--- src/rtl/cacheline_adaptor.sv ---
// -----------------------------------------------------------------------------
// cacheline_adaptor
//   Memory-side responder for the L2 cache line port. Accepts one full-line
//   read or write, runs it as a num_beats-beat burst on the physical memory
//   bus, then pulses resp_o to the cache for one cycle. One transaction is in
//   flight at a time; a write line is held in a single line buffer.
//
// Ports
//   clk        clock, rising edge
//   rst        asynchronous active-high reset
//   address_i  line address from cache (offset bits ignored)
//   line_i     write line from cache
//   line_o     read line to cache (held until the next read's first beat)
//   read_i     cache line read request
//   write_i    cache line write request (wins over read_i)
//   resp_o     one-cycle completion pulse to cache
//   address_o  burst base address to memory, offset bits zero
//   burst_i    read beat from memory
//   burst_o    write beat to memory
//   read_o     burst read request
//   write_o    burst write request
//   resp_i     memory beat acknowledge / valid
//   rd_count   completed reads, wraps mod 2^32 (CACHELINE_ADAPTOR_PERF_EN only)
//   wr_count   completed writes, wraps mod 2^32 (CACHELINE_ADAPTOR_PERF_EN only)
//
// Build options
//   CACHELINE_ADAPTOR_PERF_EN  adds the rd_count / wr_count counters and ports.
// -----------------------------------------------------------------------------
module cacheline_adaptor #(
    parameter int unsigned s_offset = 5,
    parameter int unsigned s_line   = 256,
    parameter int unsigned s_beat   = 64
) (
    input  logic              clk,
    input  logic              rst,
    input  logic [31:0]       address_i,
    input  logic [s_line-1:0] line_i,
    output logic [s_line-1:0] line_o,
    input  logic              read_i,
    input  logic              write_i,
    output logic              resp_o,
    output logic [31:0]       address_o,
    input  logic [s_beat-1:0] burst_i,
    output logic [s_beat-1:0] burst_o,
    output logic              read_o,
    output logic              write_o,
    input  logic              resp_i
`ifdef CACHELINE_ADAPTOR_PERF_EN
    ,
    output logic [31:0]       rd_count,
    output logic [31:0]       wr_count
`endif
);

    localparam int unsigned NUM_BEATS = s_line / s_beat;
    localparam int unsigned CNT_W     = $clog2(NUM_BEATS);
    localparam logic [CNT_W-1:0] LAST_BEAT = CNT_W'(NUM_BEATS - 1);
    localparam logic [31:0] OFFSET_MASK = 32'((64'd1 << s_offset) - 64'd1);

    typedef enum logic [1:0] {
        IDLE     = 2'd0,
        RD_BURST = 2'd1,
        WR_BURST = 2'd2,
        DONE     = 2'd3
    } state_t;

    state_t             r_state;
    state_t             w_state_nxt;

    logic [CNT_W-1:0]   r_cnt;
    logic [s_line-1:0]  r_wline;
    logic [31:0]        r_address_o;
    logic [s_line-1:0]  r_line_o;
    logic [s_beat-1:0]  r_burst_o;
    logic               r_read_o;
    logic               r_write_o;
    logic               r_resp_o;

    logic [CNT_W-1:0]   w_cnt_nxt;
    logic [s_line-1:0]  w_wline_nxt;
    logic [31:0]        w_address_nxt;
    logic [s_line-1:0]  w_line_nxt;
    logic [s_beat-1:0]  w_burst_nxt;
    logic               w_read_nxt;
    logic               w_write_nxt;
    logic               w_resp_nxt;

    logic [CNT_W-1:0]   w_cnt_inc;
    logic [31:0]        w_line_addr;
    logic               w_last_ack;

    assign w_cnt_inc   = r_cnt + CNT_W'(1);
    assign w_line_addr = address_i & ~OFFSET_MASK;
    assign w_last_ack  = resp_i && (r_cnt == LAST_BEAT);

    // State register
    always_ff @(posedge clk or posedge rst) begin
        if (rst) begin
            r_state <= IDLE;
        end else begin
            r_state <= w_state_nxt;
        end
    end

    // Next-state logic; write has priority over read in IDLE
    always_comb begin
        w_state_nxt = r_state;
        case (r_state)
            IDLE: begin
                if (write_i) begin
                    w_state_nxt = WR_BURST;
                end else if (read_i) begin
                    w_state_nxt = RD_BURST;
                end
            end
            RD_BURST: begin
                if (w_last_ack) begin
                    w_state_nxt = DONE;
                end
            end
            WR_BURST: begin
                if (w_last_ack) begin
                    w_state_nxt = DONE;
                end
            end
            DONE: begin
                w_state_nxt = IDLE;
            end
            default: begin
                w_state_nxt = IDLE;
            end
        endcase
    end

    // Output / datapath next values; registered below so every output is a flop
    always_comb begin
        w_cnt_nxt     = r_cnt;
        w_wline_nxt   = r_wline;
        w_address_nxt = r_address_o;
        w_line_nxt    = r_line_o;
        w_burst_nxt   = r_burst_o;
        w_read_nxt    = 1'b0;
        w_write_nxt   = 1'b0;
        w_resp_nxt    = 1'b0;
        case (r_state)
            IDLE: begin
                if (write_i) begin
                    w_address_nxt = w_line_addr;
                    w_wline_nxt   = line_i;
                    w_cnt_nxt     = '0;
                    w_burst_nxt   = line_i[s_beat-1:0];
                    w_write_nxt   = 1'b1;
                end else if (read_i) begin
                    w_address_nxt = w_line_addr;
                    w_cnt_nxt     = '0;
                    w_read_nxt    = 1'b1;
                end
            end
            RD_BURST: begin
                w_read_nxt = 1'b1;
                if (resp_i) begin
                    // Beat 0 lands in the least significant slice
                    w_line_nxt[r_cnt*s_beat +: s_beat] = burst_i;
                    w_cnt_nxt = w_cnt_inc;
                    if (r_cnt == LAST_BEAT) begin
                        w_read_nxt = 1'b0;
                        w_resp_nxt = 1'b1;
                    end
                end
            end
            WR_BURST: begin
                w_write_nxt = 1'b1;
                if (resp_i) begin
                    // Present the following beat; counter wraps to 0 after the last
                    w_cnt_nxt   = w_cnt_inc;
                    w_burst_nxt = r_wline[w_cnt_inc*s_beat +: s_beat];
                    if (r_cnt == LAST_BEAT) begin
                        w_write_nxt = 1'b0;
                        w_resp_nxt  = 1'b1;
                    end
                end
            end
            DONE: begin
                w_resp_nxt = 1'b0;
            end
            default: begin
                w_resp_nxt = 1'b0;
            end
        endcase
    end

    // Datapath and output registers
    always_ff @(posedge clk or posedge rst) begin
        if (rst) begin
            r_cnt       <= '0;
            r_wline     <= '0;
            r_address_o <= '0;
            r_line_o    <= '0;
            r_burst_o   <= '0;
            r_read_o    <= 1'b0;
            r_write_o   <= 1'b0;
            r_resp_o    <= 1'b0;
        end else begin
            r_cnt       <= w_cnt_nxt;
            r_wline     <= w_wline_nxt;
            r_address_o <= w_address_nxt;
            r_line_o    <= w_line_nxt;
            r_burst_o   <= w_burst_nxt;
            r_read_o    <= w_read_nxt;
            r_write_o   <= w_write_nxt;
            r_resp_o    <= w_resp_nxt;
        end
    end

    assign line_o    = r_line_o;
    assign address_o = r_address_o;
    assign burst_o   = r_burst_o;
    assign read_o    = r_read_o;
    assign write_o   = r_write_o;
    assign resp_o    = r_resp_o;

`ifdef CACHELINE_ADAPTOR_PERF_EN
    logic [31:0] r_rd_count;
    logic [31:0] r_wr_count;

    // Completion counters bump on the same edge that raises resp_o
    always_ff @(posedge clk or posedge rst) begin
        if (rst) begin
            r_rd_count <= '0;
            r_wr_count <= '0;
        end else if (w_resp_nxt) begin
            if (r_state == RD_BURST) begin
                r_rd_count <= r_rd_count + 32'd1;
            end else begin
                r_wr_count <= r_wr_count + 32'd1;
            end
        end
    end

    assign rd_count = r_rd_count;
    assign wr_count = r_wr_count;
`endif

endmodule

--- config.mk ---
export PLATFORM = sky130hd
export DESIGN_NAME = cacheline_adaptor
export DESIGN_NICKNAME = d
export VERILOG_FILES = /design/src/rtl/cacheline_adaptor.sv
export SDC_FILE = /design/constraint.sdc
export NUM_CORES = 1
export LEC_CHECK = 0
export CORE_AREA = 5 5 273 275
export CTS_CLUSTER_SIZE = 16
export DETAILED_ROUTE_END_ITERATION = 6
export DIE_AREA = 0 0 278 280
export GPL_ROUTABILITY_DRIVEN = 0
export PLACE_DENSITY_LB_ADDON = 0.05
export SLEW_MARGIN = 10
export SYNTH_ARGS = -nofsm -noshare
export SYNTH_HDL_FRONTEND = slang
export SYNTH_SLANG_ARGS = --single-unit
--- constraint.sdc ---
create_clock -name clk -period 24.6 [get_ports clk]
set_input_delay 3.69 -clock clk [delete_from_list [all_inputs] [get_ports clk]]
set_output_delay 3.69 -clock clk [all_outputs]
set_load 0.01 [all_outputs]
==> results.sh, run 1 <==
export IMPL_coreArea_um2=72100
export IMPL_busiest_layer="met2"
export IMPL_finalSetupViolations=0
export IMPL_post_route_period_util_pct=25.5
export IMPL_grt_setup_unrepaired="false"
export IMPL_worstPathRequired_ns=25.06
export IMPL_stdcell_area_um2=35500
export IMPL_htreeDepth=3
export IMPL_worst_slack_ns=18.33
export IMPL_slew_viol_final=0
export IMPL_gr_usage_met2_pct=35.0
export IMPL_placed_area_um2=33200
export IMPL_yosysSeqAreaShare_pct=60.3
export IMPL_io_pins=712
export IMPL_worstSetupPathType="input port to register"
export IMPL_avgSynthCellArea_um2=14.6
export IMPL_post_route_min_period_ns=6.27
export IMPL_drc=0
export IMPL_clk_path_buf_depth=3
export IMPL_cts_resized=0
export IMPL_synth_fa_ha_area_share_pct=0.543
export IMPL_setup_tns_ns=0
export IMPL_grt_use_total_pct=21.1
export IMPL_clockPowerShare_pct=24.6
export IMPL_drive_gt1_share_pct=24.5
export IMPL_area_growth_syn_to_layout_pct=40.3
export IMPL_ant_nets=0
export IMPL_worst_slew_pin_slew_ns=1.17
export IMPL_first_global_vias=18118
export IMPL_cts_sinks=610
export IMPL_power_mw=4.25
export IMPL_clock_fmax_ghz=0.159
export IMPL_start_kind="input port"
export IMPL_fp_dieH_um=280
export IMPL_yosysMostFrequentCell="dfrtp_1"
export IMPL_synth_xor_area_share_pct=0
export IMPL_power_switching_mw=1.27
export IMPL_wl_per_cell_um=24.7
export IMPL_cts_made_buffers=72
export IMPL_wl_mm=84.7
export IMPL_synth_mux_area_share_pct=25.2
export IMPL_crit_fanout=173
export IMPL_hold_viol=0
export IMPL_critPathArrivalTime_ns=6.73
export IMPL_status="completed"
export IMPL_p_seq_share_pct=36.8
export IMPL_synth_edf_count=0
export IMPL_grt_pass1_wl_mm=125
export IMPL_relSlewSlack_pct=21.9
export IMPL_clk_latency_ns=0.61
export IMPL_yosys_area_share_simple_pct=3.75
export IMPL_synthCells=1738
export IMPL_nets=2776
export IMPL_preCtsSetupSlack_ns=17.70
export IMPL_vias=16965
export IMPL_yosysWarnings=0
export IMPL_endpoint_kind="register"
export IMPL_ir_worst_vdd_mv=0.0769
export IMPL_synth_top_area_share_pct=60.3
export IMPL_hpwl_mm=58.1
export IMPL_p_sw_share_pct=29.9
export IMPL_chipWidth_um=278
export IMPL_synth_area_leaders="dfrtp_1 (60%), mux2_2 (15%), mux4_2 (5.7%)"
export IMPL_holdWs_ns=0.482
export IMPL_skew_ns=0.0276
export IMPL_first_iter_violations=713
export IMPL_synth_compound_area_share_pct=7.40
export IMPL_place_port_buffers=701
export IMPL_grt_max_degree=177
export IMPL_cts_root_buf="clkbuf_16"
export IMPL_max_cap_violations=0
export IMPL_synth_common_cells="dfrtp_1 (610), mux2_2 (329), nand2_1 (219)"
export IMPL_dominantRegCellSynth="dfrtp_1"
export IMPL_met1_usage_pct=25.7
export IMPL_power_internal_mw=2.98
export IMPL_synth_largest_area_cell="dfrtp_1"
export IMPL_ys_ff_latch=610
export IMPL_dr_pass1_iters=5
export IMPL_synth_cell_types=33
export IMPL_globalRouteMet3Util_pct=7.53
export IMPL_hold_buffers=0
export IMPL_grt_remaining_overflow=0
export IMPL_hp_class="register to register"
export IMPL_post_cts_buffers=0
export IMPL_netlist_area_um2=25300
export IMPL_start_util_pct=35.1
export IMPL_fill_cells=6403
export IMPL_synth_top_family_by_area="multiplexers"
export IMPL_rows=99
export IMPL_antenna_found_initial=25
export IMPL_clkTransAtPathRegs_ns=0.06
export IMPL_power_density_nw_per_um2=119
export IMPL_via_per_inst=4.94
export IMPL_cts_tree="built"
export IMPL_die_area_um2=77800
export IMPL_p_comb_share_pct=38.6
export IMPL_p_leak_nw=14.8
export IMPL_synthArstFlopShare_pct=100
-- power by group through the flow --
stage / sequential [mW] / clock, mW / combinational, mW
2_1_floorplan: 1.59 / 0 / 1.05
3_3_place_gp: 1.56 / 0 / 1.65
3_5_place_dp: 1.57 / 0 / 1.67
4_1_cts: 1.56 / 1.08 / 1.67
5_1_grt: 1.60 / 1.12 / 1.76
6_report: 1.56 / 1.05 / 1.64
-- cell families after synthesis --
kind of cell               count (synthesis)
adders and majority gates                 11
AOI/OAI and AO/OA                        261
other                                      1
buffers and inverters                    138
and+or+nand+nor                          236
muxes                                    481
DFF                                      610
-- through the flow --
stage	std cells	util, %
after floorplan	1742	-
after global placement	3293	46.0
after detailed placement	3293	46.0
after CTS	3418	49.3
after global routing	3427	49.3
final	3432	49.3
-- registers in the layout, summed over array words and instances (netlist names) --
| signal | count |
|---|---|
| address_o | 27 |
| resp_o | 1 |
| line_o | 256 |
| r_cnt | 2 |
| read_o | 1 |
| r_wline | 256 |
| burst_o | 64 |
| write_o | 1 |
| r_state | 2 |
-- cell type report --
| type | count | area [µm²] | share of cell area (%) |
|---|---|---|---|
| Tap cell | 959 | 1200 | 3.38 |
| Antenna cell | 14 | 35.0 | 0.0986 |
| Sequential cell | 610 | 15300 | 43.0 |
| Clock buffer | 112 | 2140 | 6.03 |
| Clock inverter | 13 | 176 | 0.496 |
| Inverter | 7 | 33.8 | 0.0951 |
| Multi-Input combinational cell | 994 | 9470 | 26.6 |
| Timing Repair Buffer | 723 | 7220 | 20.3 |
-- cells in the final DEF, fill, tap and decap left out, drive strengths merged --
cell / instances
nand2: 219
nand3: 4
conb: 5
nor2b: 1
o21ai: 108
mux2i: 4
buf: 22
mux2: 413
clkinvlp: 1
nor4: 2
o211ai: 1
nor4b: 3
bufinv: 2
nand2b: 1
diode: 14
a22o: 151
mux4: 64
inv: 10
nor3b: 1
and3: 1
nor4bb: 1
a21oi: 1
dfrtp: 610
ha: 11
clkdlybuf4s50: 701
clkbuf: 112
clkinv: 7
nor2: 3
-- critical path: stages --
cell	delay, ns
clkdlybuf4s50_1	0.55
nand2_4	0.32
buf_4	0.76
buf_12	0.58
mux2_2	0.43
-- final timing paths --
path                            depth (start not counted)   startpoint  slack, ns            end
worst max-delay path                                    5      write_i      18.33   r_wline[143]
worst min-delay path                                    2  line_o[197]       0.48    line_o[197]
worst max register to register                          6     r_cnt[0]      20.83     burst_o[0]
worst min register to register                          2  line_o[197]       0.48    line_o[197]
max in group asynchronous                               3          rst      19.25    line_o[165]
min in group asynchronous                               2          rst       3.70  address_o[18]
-- layer usage --
| layer | up-vias | wire length [µm] |
|---|---|---|
| li1 | 7610 | - |
| met1 | 8709 | 33500 |
| met2 | 483 | 41900 |
| met3 | 143 | 6040 |
| met4 | 20 | 3050 |
| met5 | - | 132 |
Power figures use the tool's default switching activity.
==> run 2: changes to the inputs <==
--- a/config.mk
+++ b/config.mk
@@ -5,10 +5,10 @@
 export SDC_FILE = /design/constraint.sdc
 export NUM_CORES = 1
 export LEC_CHECK = 0
-export CORE_AREA = 5 5 273 275
+export CORE_AREA = 5 5 277 279
 export CTS_CLUSTER_SIZE = 16
 export DETAILED_ROUTE_END_ITERATION = 6
-export DIE_AREA = 0 0 278 280
+export DIE_AREA = 0 0 282 284
 export GPL_ROUTABILITY_DRIVEN = 0
 export PLACE_DENSITY_LB_ADDON = 0.05
 export SLEW_MARGIN = 10
==> constraint.sdc (replaced) <==
create_clock -name clk -period 5.12 [get_ports clk]
set_input_delay 0.768 -clock clk [delete_from_list [all_inputs] [get_ports clk]]
set_output_delay 0.768 -clock clk [all_outputs]
set_load 0.01 [all_outputs]
==> results.sh, run 2 (synthesis gave the netlist of run 1 again) <==
export IMPL_htreeDepth=3
export IMPL_endpoint_kind="register"
export IMPL_p_leak_nw=14.9
export IMPL_critPathArrivalTime_ns=3.97
export IMPL_skew_ns=0.0369
export IMPL_power_mw=20.5
export IMPL_start_util_pct=34.3
export IMPL_clk_path_buf_depth=3
export IMPL_fp_dieH_um=284
export IMPL_drc=0
export IMPL_post_route_min_period_ns=3.49
export IMPL_max_cap_violations=0
export IMPL_post_cts_buffers=0
export IMPL_rows=100
export IMPL_antenna_found_initial=16
export IMPL_crit_buf_inv=2
export IMPL_crit_fanout=78
export IMPL_first_global_vias=18486
export IMPL_power_density_nw_per_um2=574
export IMPL_die_area_um2=80100
export IMPL_grt_setup_unrepaired="false"
export IMPL_clk_latency_ns=0.60
export IMPL_vias=17006
export IMPL_first_iter_violations=773
export IMPL_clkTransAtPathRegs_ns=0.06
export IMPL_fill_cells=6510
export IMPL_final_cell_mix="clkdlybuf4s50_1 (701), dfrtp_1 (609), mux2_2 (329), nand2_1 (218), a22o_1 (151)"
export IMPL_grt_pass1_wl_mm=127
export IMPL_coreArea_um2=73900
export IMPL_hpwl_mm=60.8
export IMPL_drive_gt1_share_pct=25.0
export IMPL_io_pins=712
export IMPL_hold_viol=0
export IMPL_start_kind="register"
export IMPL_nets=2788
export IMPL_post_route_period_util_pct=68.1
export IMPL_ir_worst_vdd_mv=0.327
export IMPL_cts_root_buf="clkbuf_16"
export IMPL_place_port_buffers=701
export IMPL_preCtsSetupSlack_ns=1.51
export IMPL_finalSetupViolations=0
export IMPL_chipWidth_um=282
export IMPL_ant_nets=0
export IMPL_hp_class="register to register"
export IMPL_r2r_worst_path_cells=5
export IMPL_cts_tree="built"
export IMPL_worst_slew_pin_slew_ns=0.987
export IMPL_worstSetupPathType="register to register"
export IMPL_worst_slack_ns=1.63
export IMPL_wl_mm=86.6
export IMPL_dr_pass1_iters=5
export IMPL_relSlewSlack_pct=34.2
export IMPL_final_common_cell="clkdlybuf4s50_1"
export IMPL_worstPathRequired_ns=5.60
export IMPL_area_growth_syn_to_layout_pct=41.0
export IMPL_cp_num_cells=5
export IMPL_min_path_cells=2
export IMPL_via_per_inst=4.93
export IMPL_hold_buffers=0
export IMPL_crit_family="buffers and inverters"
export IMPL_status="completed"
export IMPL_wl_per_cell_um=25.1
export IMPL_crit_path_frequent_cell="buf_4"
export IMPL_setup_tns_ns=0
export IMPL_grt_max_degree=112
export IMPL_clock_fmax_ghz=0.287
export IMPL_cts_sinks=610
export IMPL_cts_resized=0
export IMPL_grt_use_total_pct=21.0
export IMPL_slowest_stage="buf_4"
export IMPL_grt_remaining_overflow=0
export IMPL_cp_cell_sequence="buf_4 -> ha_1 -> nand3_4 -> buf_4 -> a22o_1"
export IMPL_cts_made_buffers=71
export IMPL_slew_viol_final=0
export IMPL_critPathMaxStageDelay_ns=0.78
## run 2: cell types whose count changed in the layout (fill, tap and decap cells not counted)
cell	before	now
clkbuf_16	72	74
bufinv_16	2	1
clkinv_2	4	5
clkbuf_1	21	15
diode_2	14	9
buf_4	19	25
inv_8	1	0
clkinv_4	0	1
clkbuf_8	19	22
clkinv_16	1	0
buf_12	3	10
clkinv_8	2	1
inv_6	3	2
## run 2: final timing paths
kind	start	to	slack, ns
setup / recovery	r_cnt[0]	line_o[70]	1.63
hold / removal	line_o[202]	line_o[202]	0.48
setup reg to reg	r_cnt[0]	line_o[70]	1.63
hold reg to reg	line_o[202]	line_o[202]	0.48
max in group asynchronous	rst	line_o[193]	2.97
min in group asynchronous	rst	line_o[199]	0.73
## run 2: power by group
part           switching, mW  internal (mW)
logic                   3.17           4.79
registers              0.940           6.58
clock network           2.03           3.01
## run 2: cell type report
type                            count  area (µm²)  share of cell area [%]
Multi-Input combinational cell    994        9470                    26.5
Inverter                            7        30.0                  0.0841
Tap cell                          969        1210                    3.39
Timing Repair Buffer              736        7400                    20.7
Sequential cell                   610       15300                    42.8
Clock inverter                     10        97.6                   0.273
Clock buffer                      111        2210                    6.19
Antenna cell                        9        22.5                  0.0631
## run 2: tightest hold or removal path, stage by stage (launching register included)
cell	delay, ns
dfrtp_1	0.34
nand2_1	0.05
o21ai_1	0.06
## run 2: metal layers
metal  track usage (%)  up-vias  part of all wire (%)  wire [µm]
li1                  -     7642                     -          -
met1              25.3     8734                    39      33800
met5                 0        -                  0.11         91
met3              6.33      131                   7.1       6150
met4              6.68       14                   2.7       2330
met2              36.2      485                    51      44200
## run 2: metrics by stage
stage	area (µm²)	hold WS, ns	cells	util [%]
finish	35700	0.482	3446	48.3
global route	35700	0.506	3444	48.3
CTS	35700	0.488	3437	48.3
detailed placement	33400	0.475	3316	45.1
global placement	33400	0.470	3316	45.1
floorplan	25400	0.474	1742	-
==> run 3: changes to the inputs <==
==> constraint.sdc (replaced) <==
create_clock -name clk -period 2.85 [get_ports clk]
set_input_delay 0.4275 -clock clk [delete_from_list [all_inputs] [get_ports clk]]
set_output_delay 0.4275 -clock clk [all_outputs]
set_load 0.01 [all_outputs]
==> results.sh, run 3 (synthesis gave the netlist of run 1 again) <==
export IMPL_clkTransAtPathRegs_ns=0.06
export IMPL_worst_slew_pin_slew_ns=1.00
export IMPL_place_port_buffers=701
export IMPL_cts_root_buf="clkbuf_16"
export IMPL_post_route_min_period_ns=2.64
export IMPL_io_pins=712
export IMPL_hp_class="input port to async pin"
export IMPL_cts_sinks=610
export IMPL_drive_gt1_share_pct=25.6
export IMPL_dp_cells=3334
export IMPL_slew_viol_final=0
export IMPL_fill_cells=6527
export IMPL_antenna_found_initial=16
export IMPL_status="completed"
export IMPL_vias=17055
export IMPL_ant_nets=0
export IMPL_start_util_pct=34.3
export IMPL_hold_buffers=0
export IMPL_stdcell_area_um2=36100
export IMPL_via_per_inst=4.92
export IMPL_nets=2806
export IMPL_cts_tree="built"
export IMPL_grt_use_total_pct=20.9
export IMPL_grt_remaining_overflow=0
export IMPL_relSlewSlack_pct=33.3
export IMPL_coreArea_um2=73900
export IMPL_preCtsSetupSlack_ns=0.189
export IMPL_power_mw=37.2
export IMPL_worstSetupPathType="register to register"
export IMPL_p_leak_nw=15.1
export IMPL_multi_input_area_um2=9470
export IMPL_start_kind="register"
export IMPL_seqCellArea_um2=15300
export IMPL_die_area_um2=80100
export IMPL_final_util_pct=48.8
export IMPL_placed_area_um2=33700
export IMPL_finalSetupViolations=0
export IMPL_worst_slack_ns=0.212
export IMPL_final_cell_mix="clkdlybuf4s50_1 (701), dfrtp_1 (609), mux2_2 (329), nand2_1 (218), a22o_1 (151)"
export IMPL_post_cts_buffers=0
export IMPL_r2r_worst_path_cells=6
export IMPL_crit_start="r_cnt[0]"
export IMPL_area_growth_syn_to_layout_pct=42.4
export IMPL_fp_dieH_um=284
export IMPL_wl_mm=85.7
export IMPL_r2r_setup_slack_ns=0.21
export IMPL_cts_resized=0
export IMPL_grt_max_degree=134
export IMPL_setup_tns_ns=0
export IMPL_worstPathRequired_ns=3.33
export IMPL_rows=100
export IMPL_clk_latency_ns=0.59
export IMPL_cts_made_buffers=71
export IMPL_first_iter_violations=914
export IMPL_hpwl_mm=61.0
export IMPL_skew_ns=0.0275
export IMPL_grt_pass1_wl_mm=127
export IMPL_final_cells=3467
export IMPL_reg2reg_to="burst_o[58]"
export IMPL_clk_path_buf_depth=3
export IMPL_final_common_cell="clkdlybuf4s50_1"
export IMPL_holdWs_ns=0.120
export IMPL_chipWidth_um=282
export IMPL_grt_setup_unrepaired="false"
export IMPL_dr_pass1_iters=5
export IMPL_endpoint_kind="register"
export IMPL_critPathArrivalTime_ns=3.11
export IMPL_max_cap_violations=0
export IMPL_ir_worst_vdd_mv=0.621
export IMPL_crit_fanout=16
export IMPL_post_route_period_util_pct=92.6
export IMPL_timing_rr_start="r_cnt[0]"
export IMPL_first_global_vias=18451
export IMPL_htreeDepth=3
export IMPL_power_density_nw_per_um2=1030
export IMPL_endpoint="burst_o[58]"
export IMPL_clock_fmax_ghz=0.379
export IMPL_drc=0
export IMPL_hold_viol=0
export IMPL_wl_per_cell_um=24.7
-- run 3: final cells by class --
type,count,area share [%]
sequential,610,42.3
multi-input combinational,994,26.2
timing repair buffer,754,21.5
clock buffer,106,5.91
tap,969,3.36
clock inverter,18,0.517
inverter,7,0.0832
antenna,9,0.0624
-- run 3: how the worst min path moves through the flow --
stage | startpoint | end | slack [ns]
finish | rst | r_cnt[0] | 0.12
detailed placement | line_o[85] | line_o[85] | 0.47
CTS | rst | r_cnt[0] | 0.08
global route | rst | r_cnt[0] | 0.09
floorplan | r_wline[0] | r_wline[0] | 0.47
global placement | line_o[241] | line_o[241] | 0.47
-- run 3: metal layers --
| metal | vias up | share of wire [%] | global-route usage [%] | wire (µm) |
|---|---|---|---|---|
| li1 | 7672 | - | - | - |
| met1 | 8768 | 39 | 25.0 | 33200 |
| met2 | 473 | 51 | 36.1 | 43700 |
| met3 | 128 | 7.2 | 6.62 | 6160 |
| met4 | 14 | 3.0 | 6.52 | 2540 |
| met5 | - | 0.090 | 0 | 77 |
-- run 3: where the power goes --
| part | total (mW) | switching, mW | leakage [nW] | internal (mW) |
|---|---|---|---|---|
| sequential | 13.5 | 1.66 | 7.72 | 11.8 |
| clock | 9.06 | 3.62 | 1.15 | 5.44 |
| combinational | 14.7 | 5.75 | 6.22 | 8.95 |
-- run 3: worst max-delay path: stages, from the launching register on --
cell	delay [ns]
dfrtp_4	0.48
inv_2	0.11
ha_4	0.54
buf_4	0.32
mux4_2	0.53
mux2_2	0.27
mux2_4	0.25
